`src/rtl/sel_mem_seq_pkg.sv`:
```
`default_nettype none
// ============================================================================
// Module      : sel_mem_seq_pkg
// Description : Shared types and widths for the memory-selector sequencer.
// Revision    : 1.0
// ============================================================================
package sel_mem_seq_pkg;

  localparam int SEL_W = 4;

  typedef enum logic [2:0] {
    IDLE  = 3'd0,
    SEL   = 3'd1,
    ISSUE = 3'd2,
    WAIT  = 3'd3,
    DONE  = 3'd4
  } state_t;

endpackage
`default_nettype wire

```
`src/rtl/sel_mem_seq_if.sv`:
```
`default_nettype none
// ============================================================================
// Module      : sel_mem_seq_if
// Description : Control/selector/MAC handshake bundle around the sequencer.
// Revision    : 1.0
// ============================================================================
interface sel_mem_seq_if;
  import sel_mem_seq_pkg::*;

  logic             start;
  logic             abort;
  logic             mac_done;
  logic             sel_en;
  logic [SEL_W-1:0] sel_code;
  logic             mac_start;
  logic             layer;
  logic             busy;
  logic             done;

  modport master (
    output start, abort, mac_done,
    input  sel_en, sel_code, mac_start, layer, busy, done
  );

  modport slave (
    input  start, abort, mac_done,
    output sel_en, sel_code, mac_start, layer, busy, done
  );

endinterface
`default_nettype wire

```
`src/rtl/sel_mem_seq.sv`:
```
`default_nettype none
// ============================================================================
// Module      : sel_mem_seq
// Description : Steps the selector code through layer-0 then layer-1 neurons,
//               pulsing sel_en and mac_start per neuron, awaiting mac_done.
// Revision    : 1.0
// ============================================================================
module sel_mem_seq
  import sel_mem_seq_pkg::*;
#(
  parameter int L0_NEURONS = 2,
  parameter int L1_NEURONS = 4,
  parameter int L0_BASE    = 0,
  parameter int L1_BASE    = 2
) (
  input  logic          clk,
  input  logic          rst,
  sel_mem_seq_if.slave  bus
);

  if ((L0_NEURONS < 1) || (L0_NEURONS > 16) || (L1_NEURONS < 1) || (L1_NEURONS > 16) ||
      (L0_BASE < 0) || (L1_BASE < 0) ||
      (L0_BASE + L0_NEURONS > 16) || (L1_BASE + L1_NEURONS > 16)) begin : g_param_check
    $fatal(1, "sel_mem_seq: neuron count or base code out of range");
  end

  localparam logic [SEL_W-1:0] c_l0_last = SEL_W'(L0_NEURONS - 1);
  localparam logic [SEL_W-1:0] c_l1_last = SEL_W'(L1_NEURONS - 1);
  localparam logic [SEL_W-1:0] c_l0_base = SEL_W'(L0_BASE);
  localparam logic [SEL_W-1:0] c_l1_base = SEL_W'(L1_BASE);

  state_t           r_state;
  logic             r_layer;
  logic [SEL_W-1:0] r_idx;
  logic [SEL_W-1:0] r_sel_code;

  state_t           w_state_nxt;
  logic             w_layer_nxt;
  logic [SEL_W-1:0] w_idx_nxt;
  logic [SEL_W-1:0] w_last;
  logic [SEL_W-1:0] w_code_nxt;

  always_ff @(posedge clk or posedge rst) begin
    if (rst) begin
      r_state    <= IDLE;
      r_layer    <= 1'b0;
      r_idx      <= '0;
      r_sel_code <= '0;
    end else begin
      r_state <= w_state_nxt;
      r_layer <= w_layer_nxt;
      r_idx   <= w_idx_nxt;
      // Code is latched on SEL entry so it is already valid during SEL itself.
      if (w_state_nxt == SEL) begin
        r_sel_code <= w_code_nxt;
      end
    end
  end

  always_comb begin
    w_state_nxt = r_state;
    w_layer_nxt = r_layer;
    w_idx_nxt   = r_idx;
    w_last      = r_layer ? c_l1_last : c_l0_last;

    case (r_state)
      IDLE: begin
        if (bus.start && !bus.abort) begin
          w_state_nxt = SEL;
          w_layer_nxt = 1'b0;
          w_idx_nxt   = '0;
        end
      end
      SEL:   w_state_nxt = ISSUE;
      ISSUE: w_state_nxt = WAIT;
      WAIT: begin
        if (bus.mac_done) begin
          if (r_idx < w_last) begin
            w_idx_nxt   = r_idx + 1'b1;
            w_state_nxt = SEL;
          end else if (!r_layer) begin
            w_layer_nxt = 1'b1;
            w_idx_nxt   = '0;
            w_state_nxt = SEL;
          end else begin
            w_state_nxt = DONE;
          end
        end
      end
      DONE:    w_state_nxt = IDLE;
      default: w_state_nxt = IDLE;
    endcase

    // Cancel wins over any progress; layer/idx are left where they were.
    if (bus.abort && (r_state != IDLE)) begin
      w_state_nxt = IDLE;
      w_layer_nxt = r_layer;
      w_idx_nxt   = r_idx;
    end

    w_code_nxt = (w_layer_nxt ? c_l1_base : c_l0_base) + w_idx_nxt;
  end

  assign bus.sel_en    = (r_state == SEL);
  assign bus.mac_start = (r_state == ISSUE);
  assign bus.done      = (r_state == DONE);
  assign bus.busy      = (r_state != IDLE);
  assign bus.layer     = r_layer;
  assign bus.sel_code  = r_sel_code;

endmodule
`default_nettype wire

```
`src/flat_wrapper.sv`:
```
// flat-port wrapper written by rule: the top's interface ports become plain ports
module sel_mem_seq_flat import sel_mem_seq_pkg::*;
#(
  parameter int L0_NEURONS = 2,
  parameter int L1_NEURONS = 4,
  parameter int L0_BASE    = 0,
  parameter int L1_BASE    = 2
)
  (clk, rst, bus_start, bus_abort, bus_mac_done, bus_sel_en, bus_sel_code, bus_mac_start, bus_layer, bus_busy, bus_done);
  sel_mem_seq_if bus_i ();
  input  logic clk;
  input  logic rst;
  input wire logic [$bits(bus_i.start)-1:0] bus_start;
  input wire logic [$bits(bus_i.abort)-1:0] bus_abort;
  input wire logic [$bits(bus_i.mac_done)-1:0] bus_mac_done;
  output wire logic [$bits(bus_i.sel_en)-1:0] bus_sel_en;
  output wire logic [$bits(bus_i.sel_code)-1:0] bus_sel_code;
  output wire logic [$bits(bus_i.mac_start)-1:0] bus_mac_start;
  output wire logic [$bits(bus_i.layer)-1:0] bus_layer;
  output wire logic [$bits(bus_i.busy)-1:0] bus_busy;
  output wire logic [$bits(bus_i.done)-1:0] bus_done;
  assign bus_i.start = bus_start;
  assign bus_i.abort = bus_abort;
  assign bus_i.mac_done = bus_mac_done;
  assign bus_sel_en = bus_i.sel_en;
  assign bus_sel_code = bus_i.sel_code;
  assign bus_mac_start = bus_i.mac_start;
  assign bus_layer = bus_i.layer;
  assign bus_busy = bus_i.busy;
  assign bus_done = bus_i.done;
  sel_mem_seq #(.L0_NEURONS(L0_NEURONS), .L1_NEURONS(L1_NEURONS), .L0_BASE(L0_BASE), .L1_BASE(L1_BASE)) u_core (.clk(clk), .rst(rst), .bus(bus_i));
endmodule
```
`config.mk`:
```
export PLATFORM = sky130hd
export DESIGN_NAME = sel_mem_seq_flat
export DESIGN_NICKNAME = d
export VERILOG_FILES = /design/src/rtl/sel_mem_seq_pkg.sv /design/src/rtl/sel_mem_seq_if.sv /design/src/rtl/sel_mem_seq.sv /design/src/flat_wrapper.sv
export SDC_FILE = /design/constraint.sdc
export NUM_CORES = 1
export LEC_CHECK = 0
export ABC_AREA = 1
export ABC_CLOCK_PERIOD_IN_PS = 3650
export CORE_MARGIN = 2
export CORE_UTILIZATION = 54
export CTS_CLUSTER_SIZE = 30
export DETAILED_ROUTE_END_ITERATION = 10
export PLACE_DENSITY = 0.82
export REMOVE_ABC_BUFFERS = 1
export SLEW_MARGIN = 25
export SYNTH_ARGS = -nofsm -noshare
export SYNTH_HDL_FRONTEND = slang
export SYNTH_SLANG_ARGS = --single-unit
```
`constraint.sdc`:
```
create_clock -name clk -period 3.65 [get_ports clk]
set_clock_uncertainty 0.1 [all_clocks]
set_input_delay 0.73 -clock clk [delete_from_list [all_inputs] [get_ports clk]]
set_output_delay 0.73 -clock clk [all_outputs]
set_load 0.02 [all_outputs]
```
Yosys cells after proc, flatten, opt, wreduce, memory -nomap -nowiden
Cells that the tools add are included.
W data, S select, Z words.
Word-level totals
  memories: 0
  logic and storage cells: 36
  bits in latches: 0
  bits of input ports: 5
  RAM bits: 0
  bits in registers: 12
  bits in read-only memories: 0
  output and inout port bits: 9
Cells by class
  bitwise gates (word level): 0
  eq/ne operators: 5
  $mul: 0
  multiplexer cells: 19
  divide/modulo/power cells: 0
  reduce and logical (&&, ||, !) cells: 5
  add/subtract/negate cells: 2
  magnitude comparators: 1
  shift-type cells: 0
Operators by type and width (count)
  $mux W4: 5
  $mux W3: 5
  $pmux W3 S4: 1
  $pmux W4 S2: 1
  $eq A3 B1 Y1 const B: 2
  $eq A3 B2 Y1 const B: 2
  $add A4 B1 Y4 const B: 1
  $add A4 B4 Y4: 1
  $lt A4 B4 Y1: 1
  $mux W1: 4
  $mux W2: 2
  $eq A3 B3 Y1 const B: 1
  $logic_not A3 Y1: 1
  $reduce_bool A3 Y1: 1
  $logic_and A1 B1 Y1: 2
  $pmux W1 S2: 1
  $logic_not A1 Y1: 1

Depth between registers and ports, before layout
Gate-level depths: netlist of run 1.
  depth after elaboration: 8
  depth in mapped cells: 16
  mapped depth without buffers: 16

Worst setup path after synthesis of run 1
OpenSTA, ideal clock, no wires.
  path kind: flip-flop to flip-flop
  from: reg u_core.r_layer (netlist: u_core.bus.layer)
  to: reg u_core.r_sel_code[3] (netlist: u_core.bus.sel_code[3])
  data arrival time: 2.070 ns
  setup time: 0.116 ns
  path slack: 1.364 ns
  period minus slack after synthesis: 2.286 ns
  path buffers: 0
  required time: 3.434 ns
  cell stages (with the launch flop): 17
  cells stage by stage: dfrtp_1 -> inv_1 -> ha_1 -> nand2_1 -> nand3_1 -> nand2_1 -> o21ai_0 -> nand3_1 -> o21ai_0 -> nand2_1 -> nand2_1 -> ha_1 -> ha_1 -> inv_1 -> nand3_1 -> nand2_1 -> nand2_1
On the way
  elaborated cells between the ends (all ways): 20
  those cells by class: 1 x add/sub; 1 x order compare; 1 x eq/ne; 17 x mux
RTL lines
  from (decl): RTL line sel_mem_seq.sv:33  | logic r_layer;
  from (signal assigned): RTL line sel_mem_seq.sv:51  | r_layer <= w_layer_nxt;
  $mux W2: RTL line sel_mem_seq.sv:64  | w_last = r_layer ? c_l1_last : c_l0_last;
  $lt A4 B4 Y1: RTL line sel_mem_seq.sv:78  | if (r_idx < w_last) begin
  $mux W4 *: RTL line sel_mem_seq.sv:78
  $mux W4 *: RTL line sel_mem_seq.sv:77  | if (bus.mac_done) begin
  $pmux W4 S2 *: RTL line sel_mem_seq.sv:66  | case (r_state)
  $mux W4 *: RTL line sel_mem_seq.sv:95  | if (bus.abort && (r_state != IDLE)) begin
  via u_core.w_idx_nxt[1]: RTL line sel_mem_seq.sv:39  | logic [SEL_W-1:0] w_idx_nxt;
  $add A4 B4 Y4 *: RTL line sel_mem_seq.sv:101  | w_code_nxt = (w_layer_nxt ? c_l1_base : c_l0_base) + w_idx_nxt;
  to (signal assigned): RTL line sel_mem_seq.sv:55  | r_sel_code <= w_code_nxt;
  to (decl): RTL line sel_mem_seq.sv:35  | logic [SEL_W-1:0] r_sel_code;
Mark *: on every way through the listed nets, which the timed path passes. The rest lies on a longest branch.
A chain may end at the register's enable or synchronous reset.

Worst setup path in the final report of run 1
  from: reg u_core.r_state[2]
  to: out bus_mac_start
On the way
  longest elaborated chain between the ends: 1
RTL lines
  from (decl): RTL line sel_mem_seq.sv:32  | state_t r_state;
  from (signal assigned): RTL line sel_mem_seq.sv:50  | r_state <= w_state_nxt;
  $eq A3 B2 Y1: RTL line sel_mem_seq.sv:105  | assign bus.mac_start = (r_state == ISSUE);
  to (decl): RTL line flat_wrapper.sv:18  | output wire logic [$bits(bus_i.mac_start)-1:0] bus_mac_start;
Every way passes these cells.

==> impl_metrics.json, run 1 <==
{
  "status": "completed",
  "netlist_instances": 109,
  "syn_to_final_growth_pct": 22.0,
  "place_hpwl_um": 1260,
  "grt_pass1_wl_um": 3040,
  "critical_path_class": "reg2out",
  "hold_ws_ns": 0.393,
  "syn_area_um2": 778,
  "insertion_delay_ns": 0.27,
  "power_frac_seq": 0.321,
  "hold_viol": 0,
  "rsz0062_at_grt": "false",
  "critPathRequiredTime_ns": 2.82,
  "ys_warn_count": 0,
  "fmax_mhz": 401,
  "wl_per_cell_um": 11.9,
  "r2r-start": "u_core.bus.layer",
  "start_util": 0.591,
  "viasPerCell": 5.34,
  "root_buffer": "clkbuf_4",
  "io_buffer_count": 13,
  "gp_congestion": 0.815,
  "post-route-min-period_ns": 2.49,
  "fp.dieH_um": 42.0,
  "p_leak_nw": 0.508,
  "p_per_area_nw_per_um2": 662,
  "vias": 748,
  "netlist_top_cells_area": "dfrtp_1 39%, nand2_1 19%, ha_1 8.0%, nand3_1 7.1%, inv_1 6.3%",
  "drt-initial-drc-count": 50,
  "drive_above_1_share": 0.0960,
  "cts_resized": 0,
  "maxCapViolCount": 0,
  "antenna_found_initial": 0,
  "setup_viol": 0,
  "synth-edff-count": 0,
  "drcViolationCount": 0,
  "synth_seq_cells": 12,
  "report.final.slew_viol_count": 0,
  "max_slew_margin": 0.710,
  "yosysSeqAreaShare": 0.386,
  "swShare": 0.462,
  "grt_usage": 0.229,
  "route.final.wire_length_um": 1670,
  "intPower_uw": 338,
  "async_flop_share": 1.00,
  "fin_crit_sh": 0.684,
  "ys.flop_type": "dfrtp_1",
  "ys_types": 18,
  "cts_setup_buffers": 0,
  "core_um2": 1320,
  "synth_commonest_cells": "40 x nand2_1, 13 x inv_1, 12 x dfrtp_1, 11 x nand3_1, 6 x nor2_1",
  "worst-endpoint-arrival_ns": 1.66,
  "final.setup.tns_ns": 0,
  "dr.pass1.iters": 4,
  "antenna_cells": 0,
  "h-tree-depth": 1,
  "holdBufCountCts": 0,
  "yosysTopAreaCell": "dfrtp_1",
  "io-pin-count": 14,
  "hp-class": "reg2reg",
  "p_sw_uw": 291,
  "clkTransAtPathRegs_ns": 0.06,
  "overflow": 0,
  "nNetsFinal": 137,
  "cts_tree": "done",
  "clk_path_buf_depth": 2,
  "synth.most_common_cell": "nand2_1",
  "crit_fanout": 7,
  "hp-start": "u_core.bus.sel_code[3]",
  "grt_max_degree": 13,
  "vdd_drop_max_uv": 516,
  "crit_start": "u_core.r_state[2]",
  "die_area_um2": 1760,
  "p_clk_frac": 0.122,
  "avgSynthCellArea_um2": 7.14,
  "clkSinkCount": 12,
  "die_x_um": 42.0,
  "cts_buffers": 3,
  "synth_top_area_frac": 0.386,
  "row_count": 13,
  "worstSetupStartpointType": "flip-flop",
  "grt_pass1_vias": 722,
  "combPwrFrac": 0.557,
  "worst_pin_slew_ns": 0.435,
  "final_antenna_net_count": 0,
  "end_kind": "primary output"
}
==> final timing paths <==
kind / end / slack [ns] / cells after the start
setup / recovery: bus_mac_start / 1.16 / 2
hold / removal: u_core.bus.sel_code[3] / 0.39 / 2
setup reg to reg: u_core.bus.sel_code[3] / 1.21 / 16
hold reg to reg: u_core.bus.sel_code[3] / 0.39 / 2
max in group asynchronous: u_core.bus.sel_code[1] / 2.49 / 2
min in group asynchronous: u_core.bus.layer / 0.66 / 2
==> metrics by stage <==
| stage | cell area, um2 | setup WS, ns | utilization | power [mW] | instances |
|---|---|---|---|---|---|
| final | 950 | 1.16 | 0.721 | 0.629 | 140 |
| after global routing | 950 | 0.976 | 0.721 | 0.682 | 140 |
| after CTS | 950 | 1.14 | 0.721 | 0.631 | 140 |
| after detailed placement | 927 | 0.990 | 0.704 | 0.551 | 137 |
| after global placement | 927 | 1.03 | 0.704 | 0.545 | 137 |
| after floorplan | 778 | 1.36 | - | 0.435 | 109 |
==> cell usage in the layout, fill, tap and decap left out <==
master,count
o21ai_0,3
nand3_2,2
nor2_1,6
nand3_1,11
inv_1,13
clkdlybuf4s50_1,13
o21ai_1,1
clkbuf_4,3
inv_2,3
nor2_2,1
or2_2,1
nand2_1,40
dfrtp_1,12
nor2_4,2
ha_1,5
nor3_1,4
nand4_1,2
nand3b_1,1
a21oi_1,1
a21boi_0,1
==> per-layer routing <==
layer	global-route usage	part of all wire	wire (um)	up-vias
li1	-	-	-	380
met1	0.285	0.44	737	334
met2	0.381	0.48	793	29
met3	0.0217	0.052	86	5
met4	0.135	0.031	52	0
met5	0	0	0	-
==> sequential cells by signal, summed over array words and instances (netlist names) <==
signal               flops
u_core.bus.sel_code      4
u_core.r_idx             4
u_core.r_state           3
u_core.bus.layer         1
==> cell type report <==
class                   count  area, um2
multi-input cells          81        418
fillers                   112        368
flip-flops and latches     12        300
repair buffers             13        130
inverters                  16       60.1
clock buffers               3       22.5
well taps                  15       18.8
==> power by group through the flow <==
| stage | logic (mW) | clock network (mW) | registers [mW] |
|---|---|---|---|
| after floorplan | 0.218 | 0 | 0.217 |
| after global placement | 0.341 | 0 | 0.204 |
| after detailed placement | 0.347 | 0 | 0.203 |
| after CTS | 0.350 | 0.0796 | 0.201 |
| after global routing | 0.391 | 0.0830 | 0.207 |
| final | 0.350 | 0.0764 | 0.202 |
==> worst max-delay path, stage by stage (launching register included) <==
cell and delay, ns:
dfrtp_1 0.47, nor3_1 0.28, clkdlybuf4s50_1 0.65
==> kinds of logic after synthesis <==
family | share of synthesized area
AOI/OAI and AO/OA | 0.0418
adders and majority gates | 0.0804
buffers and inverters | 0.0772
DFF | 0.386
and+or+nand+nor | 0.415
(Power assumes the default switching activity.)
==> run 2: changes to the inputs <==
- ABC_CLOCK_PERIOD_IN_PS: 3650 -> 2600
- CORE_UTILIZATION: 54 -> 50
- PLACE_DENSITY: 0.82 -> 0.77
- clock period: 3.65 -> 2.6 ns (I/O delays scaled with it)
==> impl_metrics.json, run 2 (synthesis gave the netlist of run 1 again) <==
{
  "worst-endpoint-arrival_ns": 2.37,
  "p_leak_nw": 0.527,
  "clkSinkCount": 12,
  "pre_cts_ws_ns": 0.177,
  "hp-class": "reg2reg",
  "clkTransAtPathRegs_ns": 0.07,
  "rsz0062_at_grt": "false",
  "end_kind": "flip-flop",
  "clk_path_buf_depth": 2,
  "cts_buffers": 3,
  "final_common_cell": "nand2_1",
  "post-route-min-period_ns": 2.32,
  "p_total_uw": 919,
  "row_count": 14,
  "io-pin-count": 14,
  "crit_start": "u_core.bus.layer",
  "multi_input_area_um2": 423,
  "worstSetupStartpointType": "flip-flop",
  "finalWorstSetupSlack_ns": 0.284,
  "cts_setup_buffers": 0,
  "cts_tree": "done",
  "worst_pin_slew_ns": 0.442,
  "critPathRequiredTime_ns": 2.66,
  "io_buffer_count": 13,
  "wl_per_cell_um": 11.0,
  "antenna_cells": 0,
  "maxCapViolCount": 0,
  "grt_max_degree": 13,
  "critical_path_class": "reg2reg",
  "fmax_mhz": 432,
  "nNetsFinal": 138,
  "fillCellCount": 137,
  "antenna_found_initial": 0,
  "fp.dieH_um": 43.5,
  "reg2reg_to": "u_core.bus.sel_code[3]",
  "grt_pass1_vias": 645,
  "syn_to_final_growth_pct": 25.6,
  "report.final.slew_viol_count": 0,
  "dr.pass1.iters": 4,
  "regArea_um2": 300,
  "start_util": 0.523,
  "drive_above_1_share": 0.118,
  "final_antenna_net_count": 0,
  "root_buffer": "clkbuf_4",
  "grt_usage": 0.186,
  "reg2reg_depth": 16,
  "place_hpwl_um": 1260,
  "die_x_um": 43.5,
  "layout_common_cells": "40 x nand2_1, 13 x inv_1, 13 x clkdlybuf4s50_1, 12 x dfrtp_1, 10 x nand3_1",
  "setup_viol": 0,
  "final.setup.tns_ns": 0,
  "h-tree-depth": 1,
  "hold_viol": 0,
  "vdd_drop_max_uv": 732,
  "die_area_um2": 1890,
  "worstSetupEndpoint": "u_core.bus.sel_code[3]",
  "crit_fanout": 7,
  "fin_crit_sh": 0.891,
  "core_um2": 1490,
  "viasPerCell": 5.04,
  "r2r-start": "u_core.bus.layer",
  "insertion_delay_ns": 0.26,
  "p_per_area_nw_per_um2": 940,
  "route.final.wire_length_um": 1570,
  "vias": 721,
  "status": "completed",
  "hold_ws_ns": 0.390,
  "max_slew_margin": 0.705,
  "drt-initial-drc-count": 19,
  "drcViolationCount": 0,
  "grt_pass1_wl_um": 2650,
  "gp_congestion": 0.821,
  "ff2ff_setup_slack_ns": 0.28,
  "overflow": 0
}
run 2: changes by cell type in the layout (fill, tap and decap cells not counted), sizes merged:
cell / change
clkbuf: +1
buf: +1
run 2: how the worst min path moves through the flow:
stage | from | to | slack [ns] | depth (start not counted)
3_3_place_gp | u_core.bus.sel_code[1] | u_core.bus.sel_code[1] | 0.36 | 2
6_report | u_core.bus.sel_code[3] | u_core.bus.sel_code[3] | 0.39 | 2
3_5_place_dp | u_core.bus.sel_code[3] | u_core.bus.sel_code[3] | 0.38 | 2
2_1_floorplan | rst | u_core.bus.layer | 0.28 | 1
5_1_grt | u_core.bus.sel_code[3] | u_core.bus.sel_code[3] | 0.44 | 2
4_1_cts | u_core.bus.sel_code[3] | u_core.bus.sel_code[3] | 0.40 | 2
run 2: repair_timing:
item | 4_1_cts | 5_1_grt
setup endpoints to repair | 0 | 1
hold endpoints to repair | 0 | 0
gates resized for setup | 0 | 1
hold buffers | 0 | 0
run 2: per-layer routing:
layer	track usage	share of wire	vias to the layer above
met1	0.256	0.46	320
met5	0	0	-
li1	-	-	381
met3	0.0125	0.046	2
met2	0.299	0.49	18
met4	0.0909	0.0077	0
run 2: final cells by class:
type | count | area share
timing repair buffer | 14 | 0.141
multi-input combinational | 81 | 0.433
clock buffer | 4 | 0.0371
sequential | 12 | 0.307
inverter | 16 | 0.0615
tap | 16 | 0.0205
run 2: critical path, stage by stage, from the launching register on:
cell	delay, ns
dfrtp_1	0.41
inv_1	0.11
ha_1	0.30
nand2_1	0.08
nand3_2	0.14
nand2_1	0.09
o21ai_0	0.08
nand3_1	0.07
o21ai_0	0.07
nand2_1	0.06
nand2_1	0.07
ha_1	0.20
ha_1	0.19
inv_1	0.05
nand3_1	0.07
nand2_1	0.07
nand2_1	0.04
run 2: power breakdown:
part	switching, mW	total (mW)	leakage (nW)	internal [mW]
combinational	0.303	0.493	0.342	0.190
clock	0.0563	0.141	0.0210	0.0850
sequential	0.0519	0.285	0.164	0.233
run 2: metrics by stage:
stage / util / cells / cell area, um2
2_1_floorplan: - / 109 / 778
3_3_place_gp: 0.629 / 139 / 936
3_5_place_dp: 0.629 / 139 / 936
4_1_cts: 0.653 / 143 / 972
5_1_grt: 0.656 / 143 / 977
6_report: 0.656 / 143 / 977
